**src/rtl/dummy_adc_multi.sv**
```systemverilog
// Multi-channel dummy ADC: scans enabled channels on a trigger edge and queues tagged samples in a FWFT FIFO.
// Build option DUMMY_ADC_RAMP_EN swaps the LFSR sample source for per-channel ramp counters.
module dummy_adc_multi #(
    parameter int unsigned DATA_WIDTH  = 32,
    parameter int unsigned NUM_CH      = 4,
    parameter int unsigned CONV_CYCLES = 8,
    parameter int unsigned FIFO_DEPTH  = 8,
    parameter logic [31:0] RAND_SEED   = 32'd1,
    localparam int unsigned CH_W       = (NUM_CH > 1) ? $clog2(NUM_CH) : 1,
    localparam int unsigned LVL_W      = $clog2(FIFO_DEPTH) + 1
) (
    input  logic                  clk,
    input  logic                  reset,
    input  logic                  ADC_TRIGGER,
    input  logic [NUM_CH-1:0]     CH_MASK,
    input  logic                  CONTINUOUS,
    input  logic                  CLEAR_OVF,
    input  logic                  DATA_READY_IN,
    output logic [DATA_WIDTH-1:0] MEASUREMENT,
    output logic [CH_W-1:0]       MEAS_CH,
    output logic                  DATA_VALID_OUT,
    output logic                  BUSY,
    output logic                  OVERFLOW,
    output logic [LVL_W-1:0]      FIFO_LEVEL
);

    localparam int unsigned PTR_W = $clog2(FIFO_DEPTH);
    localparam int unsigned CNT_W = (CONV_CYCLES > 1) ? $clog2(CONV_CYCLES) : 1;
    localparam logic [CNT_W-1:0] CNT_LAST = CNT_W'(CONV_CYCLES - 1);

    typedef enum logic {IDLE, CONV} state_t;

    state_t                state;
    logic                  trig_q;
    logic [NUM_CH-1:0]     mask_q;
    logic [CH_W-1:0]       ch;
    logic [CNT_W-1:0]      cnt;
    logic                  busy_q;
    logic                  ovf_q;
    logic [DATA_WIDTH-1:0] mem_data [FIFO_DEPTH];
    logic [CH_W-1:0]       mem_ch   [FIFO_DEPTH];
    logic [PTR_W-1:0]      wr_ptr;
    logic [PTR_W-1:0]      rd_ptr;
    logic [LVL_W-1:0]      level;

    logic                  trig_edge;
    logic                  conv_done;
    logic                  full;
    logic                  pop;
    logic                  push_ok;
    logic                  drop;
    logic [DATA_WIDTH-1:0] sample;
    logic [CH_W-1:0]       lo_in;
    logic [CH_W-1:0]       lo_latched;
    logic [CH_W-1:0]       nx_ch;
    logic                  has_next;

    assign trig_edge = ADC_TRIGGER & ~trig_q;
    assign conv_done = (state == CONV) && (cnt == CNT_LAST);
    assign full      = (level == LVL_W'(FIFO_DEPTH));
    assign pop       = (level != '0) & DATA_READY_IN;
    assign push_ok   = conv_done & (~full | pop);
    assign drop      = conv_done & full & ~pop;

`ifdef DUMMY_ADC_RAMP_EN
    logic [DATA_WIDTH-1:0] ramp [NUM_CH];

    assign sample = ramp[ch];

    // Per-channel ramp advances on every completed conversion, dropped or not
    always_ff @(posedge clk) begin
        if (reset) begin
            for (int i = 0; i < int'(NUM_CH); i++) ramp[i] <= '0;
        end else if (conv_done) begin
            ramp[ch] <= ramp[ch] + DATA_WIDTH'(1);
        end
    end
`else
    localparam logic [31:0] SEED = (RAND_SEED == 32'd0) ? 32'd1 : RAND_SEED;
    localparam logic [31:0] TAPS = 32'h8020_0003;

    logic [31:0] lfsr;
    logic [31:0] lfsr_next;

    assign lfsr_next = lfsr[0] ? ((lfsr >> 1) ^ TAPS) : (lfsr >> 1);
    assign sample    = lfsr_next[DATA_WIDTH-1:0];

    // Galois LFSR steps on every completed conversion, dropped or not
    always_ff @(posedge clk) begin
        if (reset) lfsr <= SEED;
        else if (conv_done) lfsr <= lfsr_next;
    end
`endif

    // Channel selection: lowest enabled (live and latched mask) and next higher enabled
    always_comb begin
        lo_in      = '0;
        lo_latched = '0;
        nx_ch      = '0;
        has_next   = 1'b0;
        for (int i = int'(NUM_CH) - 1; i >= 0; i--) begin
            if (CH_MASK[i]) lo_in = CH_W'(i);
            if (mask_q[i]) lo_latched = CH_W'(i);
            if (mask_q[i] && (i > int'(ch))) begin
                nx_ch    = CH_W'(i);
                has_next = 1'b1;
            end
        end
    end

    always_ff @(posedge clk) begin
        if (reset) begin
            state  <= IDLE;
            trig_q <= 1'b0;
            mask_q <= '0;
            ch     <= '0;
            cnt    <= '0;
            busy_q <= 1'b0;
            ovf_q  <= 1'b0;
            wr_ptr <= '0;
            rd_ptr <= '0;
            level  <= '0;
            for (int i = 0; i < int'(FIFO_DEPTH); i++) begin
                mem_data[i] <= '0;
                mem_ch[i]   <= '0;
            end
        end else begin
            trig_q <= ADC_TRIGGER;
            case (state)
                IDLE: begin
                    if (trig_edge && (CH_MASK != '0)) begin
                        mask_q <= CH_MASK;
                        ch     <= lo_in;
                        cnt    <= '0;
                        state  <= CONV;
                        busy_q <= 1'b1;
                    end
                end
                CONV: begin
                    if (cnt == CNT_LAST) begin
                        cnt <= '0;
                        if (has_next) begin
                            ch <= nx_ch;
                        end else if (CONTINUOUS) begin
                            ch <= lo_latched;
                        end else begin
                            state  <= IDLE;
                            busy_q <= 1'b0;
                        end
                    end else begin
                        cnt <= cnt + CNT_W'(1);
                    end
                end
                default: state <= IDLE;
            endcase

            if (push_ok) begin
                mem_data[wr_ptr] <= sample;
                mem_ch[wr_ptr]   <= ch;
                wr_ptr           <= wr_ptr + PTR_W'(1);
            end
            if (pop) rd_ptr <= rd_ptr + PTR_W'(1);
            level <= level + LVL_W'(push_ok) - LVL_W'(pop);

            // A drop in the same cycle as a clear keeps the flag set
            if (drop) ovf_q <= 1'b1;
            else if (CLEAR_OVF) ovf_q <= 1'b0;
        end
    end

    assign MEASUREMENT    = mem_data[rd_ptr];
    assign MEAS_CH        = mem_ch[rd_ptr];
    assign DATA_VALID_OUT = (level != '0);
    assign BUSY           = busy_q;
    assign OVERFLOW       = ovf_q;
    assign FIFO_LEVEL     = level;

endmodule

```
**config.mk**
```make
export PLATFORM = sky130hd
export DESIGN_NAME = dummy_adc_multi
export DESIGN_NICKNAME = d
export VERILOG_FILES = /design/src/rtl/dummy_adc_multi.sv
export SDC_FILE = /design/constraint.sdc
export NUM_CORES = 1
export LEC_CHECK = 0
export ABC_AREA = 1
export BUFFER_PORTS_ARGS = -buffer_cell sky130_fd_sc_hd__buf_2
export CAP_MARGIN = 5
export CORE_AREA = 2 2 195 197
export DETAILED_ROUTE_END_ITERATION = 8
export DIE_AREA = 0 0 197 199
export PLACE_DENSITY = 0.59
export SLEW_MARGIN = 20
export SYNTH_ARGS = -nofsm -noshare
export SYNTH_HDL_FRONTEND = slang
export SYNTH_SLANG_ARGS = --single-unit
export TNS_END_PERCENT = 50
```
**constraint.sdc**
```tcl
create_clock -name clk -period 3.5 [get_ports clk]
set_input_delay 0.175 -clock clk [delete_from_list [all_inputs] [get_ports clk]]
set_output_delay 0.175 -clock clk [all_outputs]
set_load 0.02 [all_outputs]
```
* Yosys cells after proc, flatten, opt, wreduce, memory -nomap -nowiden
Memory sizes are Yosys's and may differ from the RTL's. A register that Yosys moved wholly into a read port is not among the register bits.
Index checks and enable logic that the tools add are counted.
** Word-level totals
- Register bits :: 55
- Memories kept :: 2
- Output and inout bits :: 41
- Memory bits (writable) :: 272
** Cells by class
- $lt $le $gt $ge :: 3
- Multiplexer cells :: 50
- Reduce and logical (&&, ||, !) cells :: 13
- Add/subtract/negate cells :: 5
- Equality and inequality tests :: 7
- Bitwise operators :: 11
** Memories
- mem_data :: depth 8, bits a word 32, rd ports 1, clocked after memory_dff 1, write ports 8, RTL line 40 : logic [DATA_WIDTH-1:0] mem_data [FIFO_DEPTH];
- mem_ch :: depth 8, bits a word 2, rd ports 1, clocked after memory_dff 1, write ports 8, RTL line 41 : logic [CH_W-1:0] mem_ch [FIFO_DEPTH];
** Operators with widths (count)
- $mux W32 :: 2
- $mux W2 :: 16
- $reduce_or A32 Y1 :: 1
- $mux W3 :: 8
- $mux W1 :: 20
- $add A3 B1 Y3 const B :: 3
- $reduce_bool A4 Y1 :: 2
- $ne A2 B2 Y1 const B :: 3
- $pmux W3 S2 :: 1
- $and A1 B1 Y1 :: 5
- $logic_and A1 B1 Y1 :: 5
- $add A4 B1 Y4 :: 1
- $eq A4 B4 Y1 const B :: 1
- $gt A2 B2 Y1 const A :: 2
- $not A1 Y1 :: 4
- $not A3 Y4 :: 1
- $pmux W1 S2 :: 2
- $pmux W2 S2 :: 1
- $reduce_and A4 Y1 :: 1
- $sub A4 B1 Y4 :: 1
- $eq A3 B3 Y1 const B :: 1
- $ne A3 B2 Y1 const B :: 1
- $reduce_and A3 Y1 :: 1
- $gt A1 B2 Y1 const A :: 1
- other kinds (5) :: 5

* Depth between registers and ports, before layout
- Depth after elaboration :: 9
- Depth in mapped cells :: 12
- Depth with buffers taken out :: 12

* Worst setup path before layout
OpenSTA, ideal clock, no wires.
- Path kind :: reg2reg
- Start :: reg level[2] (netlist: FIFO_LEVEL[2])
- End :: mem mem_ch[1][0] in the netlist's numbering (enable)
- Setup time :: 0.392 ns
- Path buffers :: 1
- Data required time :: 3.108 ns
- Arrival time :: 2.464 ns
- Setup slack :: 0.645 ns
- Stages on the path, launching flop included :: 11
- Cell sequence :: dfxtp_1 inv_1 ha_1 nand2_2 nand2_2 nand2_2 nand2_4 nor2_8 nand3_4 buf_6 nand2_1
** RTL lines
- start: declaration :: RTL line 44 : logic [LVL_W-1:0] level;
- start signal: assignment :: RTL line 163 : level <= level + LVL_W'(push_ok) - LVL_W'(pop);
- end: declaration :: RTL line 41

==> out/metrics.yaml <==
outcome:
  outcome: "complete, no violations"
timing:
  setup_viol: 0
  worst_slack_ps: 921
  worst_hold_slack_ps: 30.7
  finalHoldViolations: 0
  rsz0062_at_grt: "false"
  slew_viol_final: 0
  worst_pin_slew_ps: 1030
  fin_crit_ps: 2580
  fin_skew_ps: 11.5
  slew_headroom: 0.307
  fmax_mhz: 388
  tns_ps: 0
  period_share: 0.737
power_and_ir_drop:
  finalPower_mw: 10.5
  p_int_mw: 7.39
  ir_worst_vdd_v: 0.000471
  p_comb_frac: 0.219
  leakage_nw: 5.85
  p_sw_mw: 3.08
  sw_frac_of_total: 0.294
  power_per_cell_area_mw_per_mm2: 646
  pwr-share-seq: 0.426
  clkPwrFrac: 0.354
grt:
  gr-total-overflow: 0
  grt.met3_usage: 0.0251
  grt_max_degree: 137
  track_usage: 0.175
  antenna_found_initial: 0
  use_met1: 0.231
  grt-busiest-layer: "met2"
  grt_use_met2: 0.303
  first_global_vias: 9742
  grt_first_pass_wirelength_um: 53500
routing:
  via_per_inst: 5.18
  routedWlPerCell_um: 17.7
  dr.first_iter.drc_count: 651
  firstDrtPassIters: 7
  drc: 0
  wl_um: 33600
  vias: 9795
  ant_nets: 0
die:
  core_area_mm2: 0.0371
  row_count: 71
  io_pins: 51
  dieHeight_um: 199
  start_util: 0.387
  die_area_mm2: 0.0392
  die_w_um: 197
worst_setup_path:
  crit_required_ps: 3320
  critPathTopFamily: "buffers and inverters"
  cp.arrival_ps: 2400
  cp-start-kind: "flip-flop"
  worstSetupPathType: "reg2out"
  crit_chain: "buf_12 > nor2_1 > o32ai_1 > nand2_1 > nand2_1 > buf_2"
  worst-r2r-setup-slack_ps: 990
  cp_common_cell: "nand2_1"
  r2r-end: "mem_data[1][27]"
  reg2reg_depth: 9
  end_kind: "output pin"
  crit_slowest_cell: "o32ai_1"
  critPathMaxFanout: 136
  r2r-start: "cnt[0]"
  critPathBufInv: 2
  max_stage_delay_ps: 450
synth:
  netlist_area_mm2: 0.0144
  syn-mean-instance-area_um2: 10.5
  syn_nets: 1382
  synth.area.top_cells: "edfxtp_1 (57%), nor2_1 (11%), dfxtp_1 (8.1%)"
  synth_flop_cell: "edfxtp_1"
  synth_edf_count: 272
  yosysTopAreaCell: "edfxtp_1"
  ys_warn_count: 0
  ys_ff_latch: 330
  synthCells: 1362
  yosysSeqAreaShare: 0.650
  ys_async_sr_fraction: 0
  ys_types: 30
  synth_top_area_share: 0.569
finish:
  layout_common_cells: "nor2_1 (432), edfxtp_1 (272), nand2_1 (138)"
  num-fill-cells: 3463
  final_common_cell: "nor2_1"
  drive_gt1_frac: 0.109
  diodes: 0
  nNetsFinal: 1412
  area_growth_pct: 12.8
  final_area_mm2: 0.0162
clock_network:
  root_buffer: "clkbuf_16"
  h-tree-depth: 2
  cts_tree: "built"
  insertion_delay_ps: 500
  cts_max_path_buffers: 3
  cts_buffers: 35
  clock_sinks: 330
  cts.reportedPaths.clkPinSlew_ps: 60
run:
  max_cap_viol_count: 0
hold_path:
  min_path_cells: 2
  whs_endpoint: "trig_q"
  hp-class: "in2reg"
  hp-start: "reset"
place:
  dp_slack_ps: 970
  place_hpwl_um: 18200
  placed_cell_area_mm2: 0.0150
  port_buffers: 50
  place_congestion: 0.755
[worst max-delay path by stage]
stage | startpoint | end | slack (ps) | depth (start not counted)
floorplan | FIFO_LEVEL[2] | mem_ch[1][0] | 640 | 10
global placement | cnt[0] | mem_data[4][20] | 1070 | 9
detailed placement | cnt[0] | mem_ch[1][0] | 970 | 9
CTS | cnt[0] | mem_data[1][29] | 950 | 9
global route | cnt[0] | mem_data[1][29] | 820 | 9
finish | flip-flop | MEASUREMENT[26] | 920 | 6
[worst register-to-register path: stages, from the launching register on]
cell and delay, ps:
dfxtp_1 350, ha_1 160, ha_1 170, nand2_2 70
inv_2 180, nand2_4 120, nor2_8 280, nand3_4 110
nand2_2 510, buf_12 260
[state kept, by name, summed over array words and instances, names as in the netlist, named ones only]
name        flops
lfsr           32
trig_q          1
mem_data      256
OVERFLOW        1
FIFO_LEVEL      4
ch              2
mask_q          4
BUSY            1
rd_ptr          3
wr_ptr          3
mem_ch         16
cnt             3
state           1
[cell families (layout without fill, tap and decap cells)]
logic type,after synthesis,count (layout),synth area share
xor gates and xnor gates,4,4,0.00244
adders and majority gates,10,10,0.00924
DFF,330,330,0.650
buffers and inverters,147,203,0.0524
muxes,34,34,0.0237
and+or+nand+nor,604,604,0.169
AOI/OAI and AO/OA,233,233,0.0931
[synth_stat cells, types with 2 or more instances]
cell / instances
a21oi_1: 53
nor2_2: 2
dfxtp_1: 58
edfxtp_1: 272
clkbuf_1: 47
inv_1: 26
nor2_1: 432
clkinv_1: 32
mux2i_1: 34
nand3_1: 6
nand2_1: 147
o32ai_1: 34
buf_2: 10
xnor2_1: 2
xor2_1: 2
nand4_1: 2
o22ai_1: 34
buf_4: 2
buf_6: 24
nand3_4: 8
buf_1: 4
o21ai_0: 112
nand2_2: 3
ha_1: 9
inv_2: 2
[power groups by stage]
stage	Clock, mW	Sequential (mW)	Combinational [mW]
after detailed placement	0	4.55	2.32
final	3.71	4.46	2.30
after floorplan	0	4.55	1.60
after CTS	3.77	4.46	2.33
after global routing	3.92	4.48	2.56
after global placement	0	4.54	2.29
[metal layers]
layer | vias up | share of wire
met2 | 236 | 0.49
met3 | 44 | 0.047
met1 | 4786 | 0.45
li1 | 4729 | -
met4 | 0 | 0.020
met5 | - | 0
[stage by stage]
stage / util / instances
final: 0.436 / 1892
after CTS: 0.436 / 1892
after global routing: 0.436 / 1892
after detailed placement: 0.403 / 1823
after global placement: 0.403 / 1823
after floorplan: - / 1362
[timing repair]
| item | in CTS | in global routing |
|---|---|---|
| hold buffers | 6 | 0 |
| resized for setup | 0 | 0 |
| endpoints found under the hold margin | 6 | 0 |
| endpoints found under the setup margin | 0 | 0 |
| buffers inserted | 0 | 0 |
[cell type report]
type,count,area (um^2),share of cell area
Tap cell,474,593,0.0366
Timing Repair Buffer,80,578,0.0357
Clock buffer,57,1080,0.0668
Sequential cell,330,9340,0.577
Inverter,60,226,0.0140
Clock inverter,6,80.1,0.00494
Multi-Input combinational cell,885,4300,0.265
No activity file was read; power rests on OpenSTA's default activity.
